File: src/rtl/c4_sat.sv
// Saturating run counter with threshold/zero decodes, a one-shot pulse on reaching MAX,
// and an optional scan shift path that is built only when C4_SAT_SCAN_EN is defined.
module c4_sat #(
  parameter int unsigned WIDTH  = 2,
  parameter int unsigned MAX    = 2,
  parameter int unsigned THRESH = 1
) (
  input  logic n_clk,
  input  logic rst,
  input  logic c,
  input  logic a,
  input  logic m,
  input  logic SDI,
  output logic s,
  output logic t,
  output logic n,
  output logic SDO
);

  localparam logic [WIDTH-1:0] MAX_V    = WIDTH'(MAX);
  localparam logic [WIDTH-1:0] THRESH_V = WIDTH'(THRESH);

  // Reject illegal parameter combinations at elaboration
  if (WIDTH < 1 || WIDTH > 16) begin : g_bad_width
    $error("c4_sat: WIDTH must be in 1..16");
  end
  if (MAX < 1 || MAX > ((32'd1 << WIDTH) - 32'd1)) begin : g_bad_max
    $error("c4_sat: MAX must be in 1..2**WIDTH-1");
  end
  if (THRESH < 1 || THRESH > MAX) begin : g_bad_thresh
    $error("c4_sat: THRESH must be in 1..MAX");
  end

  logic [WIDTH-1:0] cnt;
  logic [WIDTH-1:0] cnt_nxt;
  logic [WIDTH-1:0] cnt_func;
  logic             t_func;
  logic             t_nxt;

  // Functional update: clear on a=0, otherwise count up and clamp at MAX
  always_comb begin
    cnt_func = '0;
    t_func   = 1'b0;
    if (a) begin
      if (cnt < MAX_V) begin
        cnt_func = WIDTH'(cnt + WIDTH'(1));
        t_func   = (cnt_func == MAX_V);
      end else begin
        cnt_func = MAX_V;
      end
    end
  end

`ifdef C4_SAT_SCAN_EN
  logic [WIDTH-1:0] cnt_shift;

  if (WIDTH == 1) begin : g_shift_w1
    assign cnt_shift = SDI;
  end else begin : g_shift_wn
    assign cnt_shift = {cnt[WIDTH-2:0], SDI};
  end

  always_comb begin
    cnt_nxt = cnt;
    t_nxt   = 1'b0;
    if (c) begin
      if (!m) begin
        cnt_nxt = cnt_shift;
      end else begin
        cnt_nxt = cnt_func;
        t_nxt   = t_func;
      end
    end
  end

  assign SDO = cnt[WIDTH-1];
`else
  logic unused_scan;
  assign unused_scan = m ^ SDI;

  always_comb begin
    cnt_nxt = cnt;
    t_nxt   = 1'b0;
    if (c) begin
      cnt_nxt = cnt_func;
      t_nxt   = t_func;
    end
  end

  assign SDO = 1'b0;
`endif

  always_ff @(posedge n_clk or negedge rst) begin
    if (!rst) begin
      cnt <= '0;
      t   <= 1'b0;
    end else begin
      cnt <= cnt_nxt;
      t   <= t_nxt;
    end
  end

  assign s = (cnt >= THRESH_V);
  assign n = (cnt == '0);

endmodule

File: config.mk
export PLATFORM = sky130hd
export DESIGN_NAME = c4_sat
export DESIGN_NICKNAME = d
export VERILOG_FILES = /design/src/rtl/c4_sat.sv
export SDC_FILE = /design/constraint.sdc
export NUM_CORES = 1
export LEC_CHECK = 0
export ABC_AREA = 0
export CAP_MARGIN = 20
export CORE_AREA = 2 2 39 41
export CTS_CLUSTER_SIZE = 30
export DETAILED_ROUTE_END_ITERATION = 8
export DIE_AREA = 0 0 41 43
export GPL_TIMING_DRIVEN = 0
export PLACE_DENSITY = 0.4
export SLEW_MARGIN = 10
export SYNTH_ARGS = -nofsm -noshare
export SYNTH_HDL_FRONTEND = slang
export SYNTH_SLANG_ARGS = --single-unit
File: constraint.sdc
create_clock -name n_clk -period 1.7 [get_ports n_clk]
set_clock_uncertainty 0.05 [all_clocks]
set_input_delay 0.34 -clock n_clk [delete_from_list [all_inputs] [get_ports n_clk]]
set_output_delay 0.34 -clock n_clk [all_outputs]
set_load 0.02 [all_outputs]
Word level (Yosys, flattened, before mapping) --
Cells that the tools add are included.
Word-level totals: register bits after elaboration 3, output and inout bits 4
Operators by class: add/sub/neg operators 1, order comparisons 2, eq/ne operators 1, muxes and demuxes 5, reduce and logical (&&, ||, !) cells 1
Operators with widths (number):
- 2-bit two-way mux | 2
- 1-bit two-way mux | 3
- 2-bit by 1-bit adder with 2-bit output (second input constant) | 1
- 2-bit == test (second input constant) | 1
- 2-bit by 1-bit >= comparator with 1-bit output (second input constant) | 1
- 2-bit zero test | 1
- 2-bit < comparator (second input constant) | 1

Longest topological paths before layout --
depth in word-level cells 5, mapped depth 2

Least setup slack after synthesis --
Ideal clock, no wire load.
path type flip-flop to output port, start point register cnt[0], end point output s, arrival 0.931 ns, data required time 1.310 ns, setup slack 0.379 ns, stages on the path, launching flop included 3, path buffers 0, cells stage by stage dfrtp_1 -> nor2_1 -> inv_1
Between the ends: longest elaborated chain between the ends 1
RTL lines:
- from (decl) | RTL line 34 | logic [WIDTH-1:0] cnt;
- from (signal assigned) | RTL line 98 | cnt <= cnt_nxt;
- 2-bit by 1-bit >= comparator with 1-bit output | RTL line 103 | assign s = (cnt >= THRESH_V);
- to (decl) | RTL line 14 | output logic s,
Every way passes these cells.

Worst setup path in the final report --
Ends and elaborated chain as after synthesis.

==> flow_metrics.env <==
export IMPL_status="finished clean"
export IMPL_cts_buffers=3
export IMPL_clock_root_buffer="clkbuf_4"
export IMPL_grt_usage_pct=4.93
export IMPL_yosys_area_share_xor_xnor_pct=0
export IMPL_drv_slew=0
export IMPL_finalSetupViolations=0
export IMPL_netlist_top_cells_area="dfrtp_1, a21oi_1, mux2i_1"
export IMPL_grt_max_degree=6
export IMPL_fillers=156
export IMPL_power_mw=0.278
export IMPL_syn_inst=14
export IMPL_fp_row_count=14
export IMPL_drc=0
export IMPL_drtIter0Drc=1
export IMPL_syn_area_per_cell_um2=9.56
export IMPL_holdCritPathClass="in -> async"
export IMPL_grt_pass1_wl_um=489
export IMPL_min_period_ns=1.55
export IMPL_clk_insertion_delay_late_ns=0.23
export IMPL_ctsLongestPathBuffers=2
export IMPL_path_depth=3
export IMPL_first_pass_iters=2
export IMPL_drt_total_wl_um=271
export IMPL_synth_top_family_by_area="simple AND/OR/NAND/NOR gates"
export IMPL_tns_ns=0
export IMPL_start_util_pct=9.67
export IMPL_startpoint_type="flip-flop"
export IMPL_gp_congestion=0.591
export IMPL_yosys_area_top_type_share_pct=56.1
export IMPL_synth_top_area_cell="dfrtp_1"
export IMPL_final_nets=31
export IMPL_seq_area_frac_synth_pct=56.1
export IMPL_worstPathArrival_ns=1.16
export IMPL_die_w_um=41
export IMPL_crit_family="flip-flops"
export IMPL_cp_slowest_cell="dfrtp_1"
export IMPL_finalCritPeriodShare_pct=91.2
export IMPL_yosys_area_share_simple_pct=15.0
export IMPL_synth_fa_ha_area_share_pct=0
export IMPL_final_common_cell="clkdlybuf4s50_1"
export IMPL_netlist_area_um2=134
export IMPL_path_clk_slew_ns=0.04
export IMPL_hold_viol=0
export IMPL_ys_seq_elements=3
export IMPL_critPathMaxStageDelay_ns=0.40
export IMPL_cts_tree="built"
export IMPL_max_clock_freq_mhz=645
export IMPL_dp_hpwl_um=201
export IMPL_cts_sinks=3
export IMPL_worstSetupPathType="reg -> out"
export IMPL_path_cells="nor2_1 -> inv_1 -> dlygate4sd2_1"
export IMPL_syn_to_final_growth_pct=77.6
export IMPL_antenna_cells=0
export IMPL_die_y_um=43
export IMPL_io_pins=10
export IMPL_dieArea_um2=1760
export IMPL_synth_warning_count=0
export IMPL_irDropWorstVdd_v=0.000227
export IMPL_avgRoutedWirePerCell_um=6.78
export IMPL_vias=113
export IMPL_synth_nets=20
export IMPL_synth_area_mux_share_pct=7.48
export IMPL_first_global_vias=128
export IMPL_gr_total_overflow=0
export IMPL_critPathBufInv=2
export IMPL_ys_types=10
export IMPL_p_leak_nw=0.113
export IMPL_cap_violations=0
export IMPL_multi_input_area_um2=43.8
export IMPL_rsz0062_at_grt="no"
export IMPL_p_per_area_nw_per_um2=1170
export IMPL_final_cell_mix="clkdlybuf4s50_1, clkbuf_4, dfrtp_1"
export IMPL_crit_path_max_fanout=4
export IMPL_synth_compound_area_share_pct=7.48
export IMPL_worst_setup_path_end_kind="primary output"
export IMPL_antenna_found_initial=0
export IMPL_seqCellArea_um2=75.1
export IMPL_required_ns=1.31
export IMPL_reg2reg_depth=2
export IMPL_cts_htree_levels=1
export IMPL_drive_above_1_share_pct=16.7
export IMPL_drt_antenna_violating_nets=0
export IMPL_port_buffers=6
export IMPL_coreArea_um2=1380
export IMPL_routed_via_density=2.83
stage by stage:
step	instance area (um^2)	instances	util [%]	hold WS, ns	worst slack (ns)
after floorplan	134	14	-	-0.00559	0.379
after global placement	214	36	15.5	0.414	0.114
after detailed placement	214	36	15.5	0.426	0.126
after CTS	238	40	17.2	0.235	0.130
after global routing	238	40	17.2	0.244	0.0786
final	238	40	17.2	0.240	0.150
synth_stat cells:
cell      count
a21oi_1       2
buf_4         1
conb_1        1
dfrtp_1       3
inv_1         2
mux2i_1       1
nand2_1       1
nand3b_1      1
nor2_1        1
nor3_1        1
report_power, final:
| part | switching, mW | total, mW | internal [mW] |
|---|---|---|---|
| sequential | 0.00867 | 0.0894 | 0.0807 |
| clock | 0.0362 | 0.124 | 0.0879 |
| combinational | 0.0349 | 0.0641 | 0.0292 |
registers in the layout, summed over array words and instances (netlist names):
register  count
cnt           2
t             1
repair_timing:
item,4_1_cts,5_1_grt
hold buffers,0,0
setup buffers,0,0
endpoints found under the setup margin,2,0
resized for setup,2,0
layout make-up:
cell class	count	share of cell area, %
repair buffers	6	24.2
well taps	16	8.42
plain buffers	1	3.16
multi-input cells	8	18.4
flip-flops and latches	3	31.6
inverters	2	3.16
clock buffers	4	11.1
worst reg2reg max path, cell delays in order, from the launching register on:
cell and delay [ns]:
dfrtp_1 0.40, nand3b_1 0.16, mux2i_1 0.12
worst paths after layout:
check / start / endpoint / slack [ns]
max in group asynchronous: rst / cnt[0]$_DFFE_PN0P_ / 1.22
min in group n_clk: cnt[1]$_DFFE_PN0P_ / t$_DFF_PN0_ / 0.44
worst max-delay path: cnt[0]$_DFFE_PN0P_ / s / 0.15
worst min register to register: cnt[1]$_DFFE_PN0P_ / t$_DFF_PN0_ / 0.44
worst max register to register: cnt[1]$_DFFE_PN0P_ / cnt[0]$_DFFE_PN0P_ / 0.89
worst min-delay path: rst / t$_DFF_PN0_ / 0.24
logic make-up after synthesis:
logic type / Yosys count
simple gates: 4
flops: 3
buf+inv: 3
compound gates: 2
mux: 1
other cells: 1
layer usage:
layer / vias up / part of all wire [%] / global-route usage, %
met2: 8 / 33 / 3.75
met1: 43 / 46 / 5.83
met3: 0 / 20 / 3.66
met5: - / 0 / 0
met4: 0 / 0 / 8.00
li1: 62 / - / -
Note: power is estimated with default switching activity, not from simulation.
